File: src/rtl/gb_apu_pkg.sv
// gb_apu_pkg
// Shared types and constants for the Game Boy APU frame sequencer.
// The step masks hold one bit per sequencer step (bit n = step n) so the
// decode in the sequencer is a plain table lookup with no literals.
package gb_apu_pkg;

    typedef logic [2:0] frame_step_t;

    localparam frame_step_t STEP_FIRST = 3'd0;
    localparam frame_step_t STEP_INC   = 3'd1;

    // Length counters run at 256 Hz (steps 0,2,4,6), sweep at 128 Hz (2,6),
    // envelopes at 64 Hz (7).
    localparam logic [7:0]  LENGTH_STEPS = 8'b0101_0101;
    localparam logic [7:0]  SWEEP_STEPS  = 8'b0100_0100;
    localparam frame_step_t ENV_STEP     = 3'd7;

    // DIV bit whose falling edge drives the sequencer (normal / double speed).
    localparam int unsigned TICK_BIT    = 4;
    localparam int unsigned TICK_BIT_DS = 5;

endpackage

File: src/rtl/gb_apu_falling_edge_detect.sv
// gb_apu_falling_edge_detect
// Registers the input every cycle and flags a 1->0 transition.
// Ports:
//   clk   - system clock, rising edge
//   reset - synchronous active-high reset, clears the history register
//   in    - monitored signal
//   fall  - combinational, high when previous sample was 1 and in is 0
module gb_apu_falling_edge_detect (
    input  logic clk,
    input  logic reset,
    input  logic in,
    output logic fall
);

    logic in_q;

    always_ff @(posedge clk) begin
        if (reset) begin
            in_q <= 1'b0;
        end else begin
            in_q <= in;
        end
    end

    assign fall = in_q & ~in;

endmodule

File: src/rtl/gb_apu_frame_sequencer.sv
// gb_apu_frame_sequencer
// 512 Hz frame sequencer of the Game Boy APU. Each falling edge of the
// selected DIV bit executes one of eight steps and emits registered
// one-cycle clock pulses to the length, sweep and envelope units.
//
// Step table:
//   step | action
//   0    | length
//   1    | none
//   2    | length + sweep
//   3    | none
//   4    | length
//   5    | none
//   6    | length + sweep
//   7    | envelope
//
// Ports:
//   clk              - system clock, rising edge
//   reset            - synchronous active-high reset
//   apu_enable       - NR52 bit 7; low holds the sequencer at step 0
//   div              - DIV register upper byte
//   double_speed     - (only with GB_APU_DOUBLE_SPEED_EN) tick from div[5]
//   clk_length_ctr   - one-cycle pulse to all length counters
//   clk_sweep        - one-cycle pulse to the channel-1 sweep
//   clk_vol_env      - one-cycle pulse to all envelope units
//   step             - index of the next step to execute
//   length_skip_next - high when the next step does not clock length
//
// Build option: define GB_APU_DOUBLE_SPEED_EN to add the double_speed input.
module gb_apu_frame_sequencer
    import gb_apu_pkg::*;
#(
    parameter int DIV_WIDTH = 8
) (
    input  logic                 clk,
    input  logic                 reset,
    input  logic                 apu_enable,
    input  logic [DIV_WIDTH-1:0] div,
`ifdef GB_APU_DOUBLE_SPEED_EN
    input  logic                 double_speed,
`endif
    output logic                 clk_length_ctr,
    output logic                 clk_sweep,
    output logic                 clk_vol_env,
    output logic [2:0]           step,
    output logic                 length_skip_next
);

    logic        tick_src;
    logic        tick;
    logic        unused_div;

    frame_step_t step_q, step_d;
    logic        len_q, len_d;
    logic        sweep_q, sweep_d;
    logic        env_q, env_d;

    // Only one or two DIV bits matter; fold the rest into a sink.
    assign unused_div = ^div;

`ifdef GB_APU_DOUBLE_SPEED_EN
    // Switching double_speed can itself create a 1->0 on the selected bit;
    // the hardware counts that as a tick, so no masking is done here.
    assign tick_src = double_speed ? div[TICK_BIT_DS] : div[TICK_BIT];
`else
    assign tick_src = div[TICK_BIT];
`endif

    // The edge history keeps updating while the APU is off so that enabling
    // never sees a stale edge.
    gb_apu_falling_edge_detect u_edge (
        .clk   (clk),
        .reset (reset),
        .in    (tick_src),
        .fall  (tick)
    );

    always_comb begin
        step_d  = step_q;
        len_d   = 1'b0;
        sweep_d = 1'b0;
        env_d   = 1'b0;
        if (!apu_enable) begin
            step_d = STEP_FIRST;
        end else if (tick) begin
            len_d   = LENGTH_STEPS[step_q];
            sweep_d = SWEEP_STEPS[step_q];
            env_d   = (step_q == ENV_STEP);
            step_d  = step_q + STEP_INC;
        end
    end

    always_ff @(posedge clk) begin
        if (reset) begin
            step_q  <= STEP_FIRST;
            len_q   <= 1'b0;
            sweep_q <= 1'b0;
            env_q   <= 1'b0;
        end else begin
            step_q  <= step_d;
            len_q   <= len_d;
            sweep_q <= sweep_d;
            env_q   <= env_d;
        end
    end

    assign clk_length_ctr   = len_q;
    assign clk_sweep        = sweep_q;
    assign clk_vol_env      = env_q;
    assign step             = step_q;
    assign length_skip_next = step_q[0];

endmodule

File: config.mk
export PLATFORM = sky130hd
export DESIGN_NAME = gb_apu_frame_sequencer
export DESIGN_NICKNAME = d
export VERILOG_FILES = /design/src/rtl/gb_apu_pkg.sv /design/src/rtl/gb_apu_falling_edge_detect.sv /design/src/rtl/gb_apu_frame_sequencer.sv
export SDC_FILE = /design/constraint.sdc
export NUM_CORES = 1
export LEC_CHECK = 0
export BUFFER_PORTS_ARGS = -buffer_cell sky130_fd_sc_hd__buf_4
export CORE_AREA = 2 2 39 41
export DETAILED_ROUTE_END_ITERATION = 6
export DIE_AREA = 0 0 41 43
export PLACE_DENSITY_LB_ADDON = 0.05
export SLEW_MARGIN = 20
export SYNTH_ARGS = -nofsm -noshare
export SYNTH_HDL_FRONTEND = slang
export SYNTH_HIERARCHICAL = 1
export SYNTH_SLANG_ARGS = --single-unit
File: constraint.sdc
create_clock -name clk -period 1.58 [get_ports clk]
set_clock_uncertainty 0.15 [all_clocks]
set_input_delay 0 -clock clk [delete_from_list [all_inputs] [get_ports clk]]
set_output_delay 0 -clock clk [all_outputs]
set_load 0.05 [all_outputs]
-- Yosys cells after proc, flatten, opt, wreduce, memory -nomap -nowiden
Memories as Yosys holds them, arrays and structs flattened. A register that Yosys moved wholly into a read port is not among the register bits.
Cells that the tools add are included.
- flip-flop bits (word level): 5
- ROM bits: 16
- bits of input ports: 11
- output and inout bits: 7
- word-level logic and storage cells: 13
- memories: 2
- memory list (memory ; words ; bits a word ; rd ports ; clocked after Yosys merged registers in ; wr ports ; line ; RTL):
    (name not given) ; 8 ; 1 ; 1 ; 1 ; 0 ; gb_apu_frame_sequencer.sv:87 ; sweep_d = SWEEP_STEPS[step_q];
    (name not given) ; 8 ; 1 ; 1 ; 1 ; 0 ; gb_apu_frame_sequencer.sv:86 ; len_d = LENGTH_STEPS[step_q];
- $add $sub $neg: 1
- equality and inequality tests: 1
- bitwise operators: 4
- reductions and logical operators: 2
- operators with widths (operator ; count):
    adder 3 x 1 -> 3 bit (second input constant) ; 1
    == test 3 bit (second input constant) ; 1
    inverter 1 bit ; 3
    OR reduction 3 bit ; 1
    OR reduction 2 bit ; 1
    bitwise AND 1 bit ; 1

-- Depth between registers and ports, before layout
Gate-level depths: netlist (run 1).
- depth in word-level cells: 4
- depth in mapped cells: 4
- depth with buffers taken out: 4

-- Hierarchy
The synthesis (run 1) kept the hierarchy.
- by module, submodules not included (module ; instances ; cells each ; area each (um2) ; sequential area each (um2)):
    gb_apu_frame_sequencer ; 1 ; 23 ; 251.5 ; 120.1
    gb_apu_falling_edge_detect ; 1 ; 3 ; 35.0 ; 20.0

-- Worst setup path before layout (run 1)
Ideal clock, no wire load.
- kind: register to register
- start: register step_q[0] (netlist: step[0])
- end: register step_q[2] (netlist: step[2])
- library setup time: 0.116 ns
- arrival: 1.300 ns
- required time: 1.314 ns
- path slack: 0.014 ns
- cell stages (with the launch flop): 5
- path buffers: 0
- period minus slack after synthesis: 1.566 ns
- cells stage by stage: dfxtp_1 -> ha_1 -> ha_1 -> mux2i_1 -> nor2_1
- word-level cells in the longest chain between the ends: 1
- RTL lines (item ; line ; RTL):
    start, declared ; gb_apu_frame_sequencer.sv:53 ; frame_step_t step_q, step_d;
    start signal, assigned ; gb_apu_frame_sequencer.sv:100 ; step_q <= step_d;
    adder 3 x 1 -> 3 bit ; gb_apu_frame_sequencer.sv:89 ; step_d = step_q + STEP_INC;
Every way passes these cells.
A chain may end at the register's enable or synchronous reset.

-- Worst setup path after layout (run 1)
- start: input port reset
- end: register u_edge.in_q
- RTL lines (item ; line ; RTL):
    start, declared ; gb_apu_frame_sequencer.sv:36 ; input logic reset,
    end signal, assigned ; gb_apu_falling_edge_detect.sv:21 ; in_q <= in;
    end, declared ; gb_apu_falling_edge_detect.sv:15 ; logic in_q;
No word-level cell between the ends.

==> results of run 1 <==
==> stage by stage <==
stage                     utilization, %  total power, µW  hold slack, ns  area (µm²)
after floorplan                        -              206         -0.0842         287
after global placement              27.0              218          0.0214         374
after detailed placement            27.0              218          0.0243         374
after CTS                           31.1              389          0.0564         430
after global routing                31.1              402          0.0589         430
final                               31.1              379          0.0625         430
==> flip-flops by register name, indices dropped and copies added (netlist names) <==
name,flops
step,3
clk_length_ctr,1
clk_sweep,1
clk_vol_env,1
u_edge/in_q,1
==> power groups by stage <==
stage | Sequential [µW] | Combinational (µW) | Clock [µW]
3_3_place_gp | 185 | 32.4 | 0
3_5_place_dp | 185 | 33.0 | 0
5_1_grt | 182 | 41.1 | 179
4_1_cts | 182 | 38.9 | 168
6_report | 182 | 38.7 | 158
2_1_floorplan | 191 | 15.6 | 0
==> cell families after synthesis <==
| kind of cell | count (synthesis) | synth area share [%] |
|---|---|---|
| flip-flops | 7 | 48.9 |
| buffers and inverters | 3 | 6.55 |
| adder cells (fa/ha/maj) | 3 | 13.1 |
| AND/OR/NAND/NOR | 10 | 20.5 |
| multiplexers | 1 | 3.49 |
| XOR/XNOR | 1 | 3.06 |
| AO/OA/AOI/OAI | 1 | 4.37 |
==> area by class of cell <==
| class | count | area (µm²) | share of cell area, % |
|---|---|---|---|
| multi-input cells | 16 | 128 | 29.7 |
| inverters | 1 | 3.75 | 0.872 |
| repair buffers | 14 | 113 | 26.2 |
| clock buffers | 4 | 26.3 | 6.10 |
| flip-flops and latches | 7 | 140 | 32.6 |
| well taps | 16 | 20.0 | 4.65 |
==> layout by cell type, fill, tap and decap left out, types with 3 or more instances in the layout <==
cell and instances:
ha_1 3, nor2_1 3, buf_4 11, dlygate4sd3_1 3, dfxtp_1 7, clkbuf_4 3
and3_1 3
==> repair_timing <==
item	in CTS	in global routing
endpoints found under the setup margin	0	0
hold buffers	3	0
hold endpoints to repair	4	0
==> layer usage <==
layer  global-route usage (%)  wire length, µm
met3                     9.42               66
met4                     2.00                0
met2                     11.9              244
met5                        0                0
met1                     7.14              224
==> Yosys cell counts <==
cell type	number	area share (%)
nand2b_1	1	2.2
buf_4	2	5.2
xnor2_1	1	3.1
nor2_1	3	3.9
nor2b_1	1	2.2
ha_1	3	13
inv_1	1	1.3
a211oi_2	1	4.4
mux2i_1	1	3.5
and2b_1	1	2.6
dfxtp_1	7	49
nor2b_2	1	3.1
and3_1	3	6.6
==> path summary, 6_finish.rpt <==
path | endpoint | cells after the start | slack [ns] | from
max | u_edge/in_q$_SDFF_PP0_ | 4 | 0.31 | reset
min | clk_vol_env$_SDFF_PP0_ | 4 | 0.06 | div[4]
max reg2reg | step[2]$_SDFFE_PP0P_ | 4 | 0.33 | step[0]$_SDFFE_PP0P_
min reg2reg | step[2]$_SDFFE_PP0P_ | 2 | 0.39 | step[2]$_SDFFE_PP0P_
==> critical path, stage by stage <==
cell	delay [ns]
dlygate4sd3_1	0.54
buf_4	0.14
nor2b_2	0.09
dlygate4sd3_1	0.54
==> qor.csv, run 1 <==
stage;metric;value;unit
placed_design;placed_cells;51;
cts;clk_pin_slew;0.05;ns
grt;grt_use_total;8.16;%
grt;grt_pass1_wl;848;µm
synth;yosys_warnings;6;
floorplan;die_area;1760;µm²
timing;slew_violations;0;
pwr;seqPwrFrac;48.0;%
synth;ys_ff_latch;7;
placed_design;io_buffers;10;
layout;area_growth;50.2;%
worst_setup_path;startpoint_type;input port;
outcome;status;completed;
floorplan;rows;14;
worst_setup_path;required;1.62;ns
worst_setup_path;crit_type;input port to flip-flop;
timing;slew_headroom;87.6;%
cts;post-cts-setup-buffers;0;
cts;cts_sinks;7;
drt;drc;0;
timing;rsz0062_at_grt;false;
drt;avgRoutedWirePerCell;9.22;µm
synth;synth_cells;26;
worst_setup_path;worstPathArrival;1.31;ns
synth;synth_nets;40;
floorplan;core_area;1380;µm²
timing;hold_violations;0;
layout;drive_above_1_share;38.1;%
synth;synth.avg_cell_area;11.0;µm²
drt;vias_per_cell;3.86;
timing;worst_pin_slew;0.186;ns
flow_run;drv_cap;0;
synth;netlist_area;287;µm²
pwr;p_sw;83.2;µW
layout;diodes;0;
drt;ant_nets;0;
drt;wl;535;µm
grt;grt_max_degree;8;
worst_setup_path;cp-end-kind;flip-flop;
grt;grt_pass1_vias;230;
cts;cts-root-buf;clkbuf_4;
floorplan;die_y;43;µm
pwr;power_density;880;nW/µm²
pwr;power_frac_comb;10.2;%
cts;cts.path.max_buffers;2;
cts;clock_latency;0.25;ns
placed_design;post-place-ws;0.317;ns
grt;grt_overflow;0;
cts;cts_tree;yes;
pwr;max-vdd-ir-drop;0.400;mV
pwr;p_int;296;µW
synth;synth_seq_area_share;48.9;%
cts;cts_buffers;3;
grt;antenna_found_initial;0;
timing;period_share;80.5;%
cts;cts_resized;0;
timing;setup_violations;0;
pwr;power_frac_clock;41.8;%
layout;fillers;141;
layout;layout.cells.non_filler;58;
timing;max_freq;0.786;GHz
floorplan;fp.dieW;41;µm
timing;period_needed;1.27;ns
worst_setup_path;path_max_fanout;3;
floorplan;start_util;20.7;%
placed_design;gp_congestion;0.646;
timing;setup-tns-final;0;ns
pwr;p_sw_share;22.0;%
cts;htreeDepth;1;
pwr;p_leak;0.000212;µW
synth;yosysUniqueCellTypes;13;
placed_design;dpl.hpwl;402;µm
drt;vias;224;
drt;dr.pass1.iters;1;
min_path;min_path_type;input port to flip-flop;
floorplan;io_pins;18;
layout;nNetsFinal;57;
timing;worst_slack;0.308;ns
drt;drt_iter0_markers;0;
(Power assumes the default switching activity.)
==> run 2: changes to the inputs <==
- ABC_AREA: not set -> 1
- clock period: 1.58 -> 1.2 ns (I/O delays scaled with it)
==> run 2 against run 1 <==
Synthesized cell count up 38%; die area unchanged; power up 33%; sequential power is 30% higher; clock-buffer cell count unchanged.
==> qor.csv, run 2 <==
stage;metric;value;unit;change
pwr;p_leak;0.000210;µW;was 0.000212 µW
grt;grt_pass1_vias;225;;was 230
worst_setup_path;critPathTopFamily;adder cells;;was buffers and inverters
drt;vias;265;;was 224
floorplan;core_area;1380;µm²;unchanged
floorplan;fp.dieW;41;µm;unchanged
worst_setup_path;crit_buf_inv;0;;was 3
layout;multi_input_area;166;µm²;was 128 µm²
layout;drive_above_1_share;49.1;%;was 38.1%
cts;cts_sinks;7;;unchanged
cts;clock_latency;0.25;ns;about the same
worst_setup_path;path_max_fanout;7;;was 3
synth;yosysMostFrequentCell;nor2_1;;was dfxtp_1
layout;fillers;149;;was 141
min_path;min_path_type;input port to flip-flop;;unchanged
worst_setup_path;crit_type;flip-flop to flip-flop;;was input port to flip-flop
grt;met2_usage;10.3;%;was 11.9%
pwr;power_density;1000;nW/µm²;was 880 nW/µm²
synth;synth_seq_area_share;47.5;%;was 48.9%
worst_setup_path;startpoint_type;flip-flop;;was input port
cts;cts-root-buf;clkbuf_4;;unchanged
synth;synth_area_leaders;dfxtp_1 47%, ha_1 13%, nor2_1 10%;;was dfxtp_1 49%, ha_1 13%, and3_1 6.6%
drt;ant_nets;0;;unchanged
grt;use_met1;8.74;%;was 7.14%
layout;final_common_cell;buf_4;;unchanged
timing;period_share;95.3;%;
timing;rsz0062_at_grt;false;;unchanged
worst_setup_path;worstPathArrival;1.17;ns;was 1.31 ns
layout;area_growth;69.5;%;was 50.2%
drt;drc;0;;unchanged
synth;netlist_area;295;µm²;was 287 µm²
floorplan;die_y;43;µm;unchanged
cts;cts.path.max_buffers;2;;unchanged
timing;setup_violations;0;;unchanged
drt;vias_per_cell;3.84;;was 3.86
grt;grt_overflow;0;;unchanged
layout;largest_register_ffs;3;;unchanged
floorplan;io_pins;18;;unchanged
synth;ys_ff_latch;7;;unchanged
drt;dr.pass1.iters;4;;was 1
cts;htreeDepth;1;;unchanged
worst_setup_path;ff2ff_path_depth;4;;unchanged
placed_design;place_area;427;µm²;was 374 µm²
timing;slew_headroom;90.0;%;was 87.6%
flow_run;drv_cap;0;;unchanged
layout;diodes;0;;unchanged
synth;synthArstFlopShare;0;%;unchanged
timing;max_freq;0.874;GHz;
pwr;p_total;502;µW;was 379 µW
worst_setup_path;cpPeakStageDelay;0.37;ns;was 0.54 ns
synth;yosys_warnings;6;;unchanged
worst_setup_path;cp.depth;4;;unchanged
timing;period_needed;1.14;ns;
layout;fin_area;500;µm²;was 430 µm²
grt;grt_use_met3;3.14;%;was 9.42%
worst_setup_path;cp-end-kind;flip-flop;;unchanged
synth;synth_nets;50;;was 40
min_path;holdPathStages;3;;was 4
synth;yosysUniqueCellTypes;10;;was 13
timing;setup-tns-final;0;ns;unchanged
synth;synth_cells;36;;was 26
grt;grt_use_total;7.85;%;was 8.16%
placed_design;placed_cells;62;;was 51
drt;avgRoutedWirePerCell;7.93;µm;was 9.22 µm
synth;synth.avg_cell_area;8.20;µm²;was 11.0 µm²
layout;nNetsFinal;68;;was 57
synth;synth_top_area_cell;dfxtp_1;;unchanged
timing;worst_pin_slew;0.149;ns;was 0.186 ns
floorplan;start_util;21.3;%;was 20.7%
grt;antenna_found_initial;0;;unchanged
placed_design;dpl.hpwl;412;µm;was 402 µm
floorplan;die_area;1760;µm²;unchanged
synth;yosysTopAreaCellShare;47.5;%;was 48.9%
cts;clk_pin_slew;0.05;ns;about the same
synth;synthFlopType;dfxtp_1;;unchanged
worst_setup_path;critPathSlowestCell;dfxtp_4;;was dlygate4sd3_1
timing;hold_violations;0;;unchanged
pwr;max-vdd-ir-drop;0.345;mV;was 0.400 mV
worst_setup_path;cp_cell_sequence;ha_4 > ha_4 > nand2_2 > a21oi_2;;was dlygate4sd3_1 > buf_4 > nor2b_2 > dlygate4sd3_1
worst_setup_path;required;1.23;ns;was 1.62 ns
layout;final_cell_mix;11 x buf_4, 8 x nor2_1, 6 x inv_1;;was 11 x buf_4, 7 x dfxtp_1
placed_design;gp_congestion;0.670;;was 0.646
synth;ys_top_cells_by_count;8 x nor2_1, 7 x dfxtp_1, 7 x inv_1;;was 7 x dfxtp_1, 3 x and3_1, 3 x ha_1, 3 x nor2_1, 2 x buf_4
grt;grt.busiest_layer;met2;;unchanged
layout;layout.cells.non_filler;69;;was 58
timing;slew_violations;0;;unchanged
grt;grt_max_degree;8;;unchanged
cts;cts_buffers;3;;unchanged
outcome;status;completed;;unchanged
worst_setup_path;cp_common_cell;ha_4;;was dlygate4sd3_1
grt;grt_pass1_wl;855;µm;was 848 µm
drt;wl;547;µm;was 535 µm
synth;synth-edff-count;0;;unchanged
drt;drt_iter0_markers;1;;was 0
layout;regArea;149;µm²;was 140 µm²
cts;post-cts-setup-buffers;0;;unchanged
placed_design;io_buffers;10;;unchanged
cts;cts_tree;yes;;unchanged
floorplan;rows;14;;unchanged
[run 2: final cells by class]
| class | instances | area share [%] |
|---|---|---|
| multi-input combinational | 21 | 33.3 |
| sequential | 7 | 29.8 |
| timing repair buffer | 14 | 22.5 |
| clock buffer | 4 | 5.25 |
| inverter | 7 | 5.25 |
| tap | 16 | 4.00 |
[run 2: repair_timing]
action                                  in CTS  in global routing
endpoints found under the setup margin       0                  1
gates resized for setup                      0                  3
hold buffers                                 3                  0
hold endpoints to repair                     7                  0
[run 2: power breakdown]
part | switching [µW] | leakage [µW] | internal [µW] | total [µW]
Sequential | 4.05 | 0.0000589 | 233 | 237
Combinational | 29.8 | 0.000136 | 25.3 | 55.0
Clock | 83.1 | 0.0000150 | 127 | 210
Total | 117 | 0.000210 | 385 | 502
[run 2: cell families after synthesis]
group / share of synthesized area [%]
and+or+nand+nor: 25.4
buffers and inverters: 11.4
DFF: 47.5
adders and majority gates: 12.7
AOI/OAI and AO/OA: 2.97
[run 2: final timing paths]
path	from	end	slack (ns)
hold / removal	reset	u_edge/in_q$_SDFF_PP0_	0.31
setup / recovery	step[0]$_SDFFE_PP0P_	step[2]$_SDFFE_PP0P_	0.06
setup reg to reg	step[0]$_SDFFE_PP0P_	step[2]$_SDFFE_PP0P_	0.06
hold reg to reg	step[0]$_SDFFE_PP0P_	clk_length_ctr$_SDFF_PP0_	0.35
[run 2: through the flow]
stage | util (%) | hold slack [ns] | setup slack [ns]
2_1_floorplan | - | -0.0831 | 0.00381
3_3_place_gp | 30.8 | 0.0185 | 0.0688
3_5_place_dp | 30.8 | 0.0250 | 0.0697
4_1_cts | 34.9 | 0.303 | 0.0593
5_1_grt | 36.2 | 0.305 | 0.0259
6_report | 36.2 | 0.313 | 0.0562
[run 2: worst reg2reg max path: cells and delay by family, from the launching register on]
family	cells	cell delay, ns
flops	1	0.37
fa+ha+maj	2	0.42
compound gates	1	0.09
simple gates	1	0.04
[run 2: routing by layer]
layer / wire (µm) / vias to the layer above
met5: 0 / -
met4: 4 / 0
met3: 43 / 2
met2: 257 / 11
met1: 242 / 111
li1: - / 141
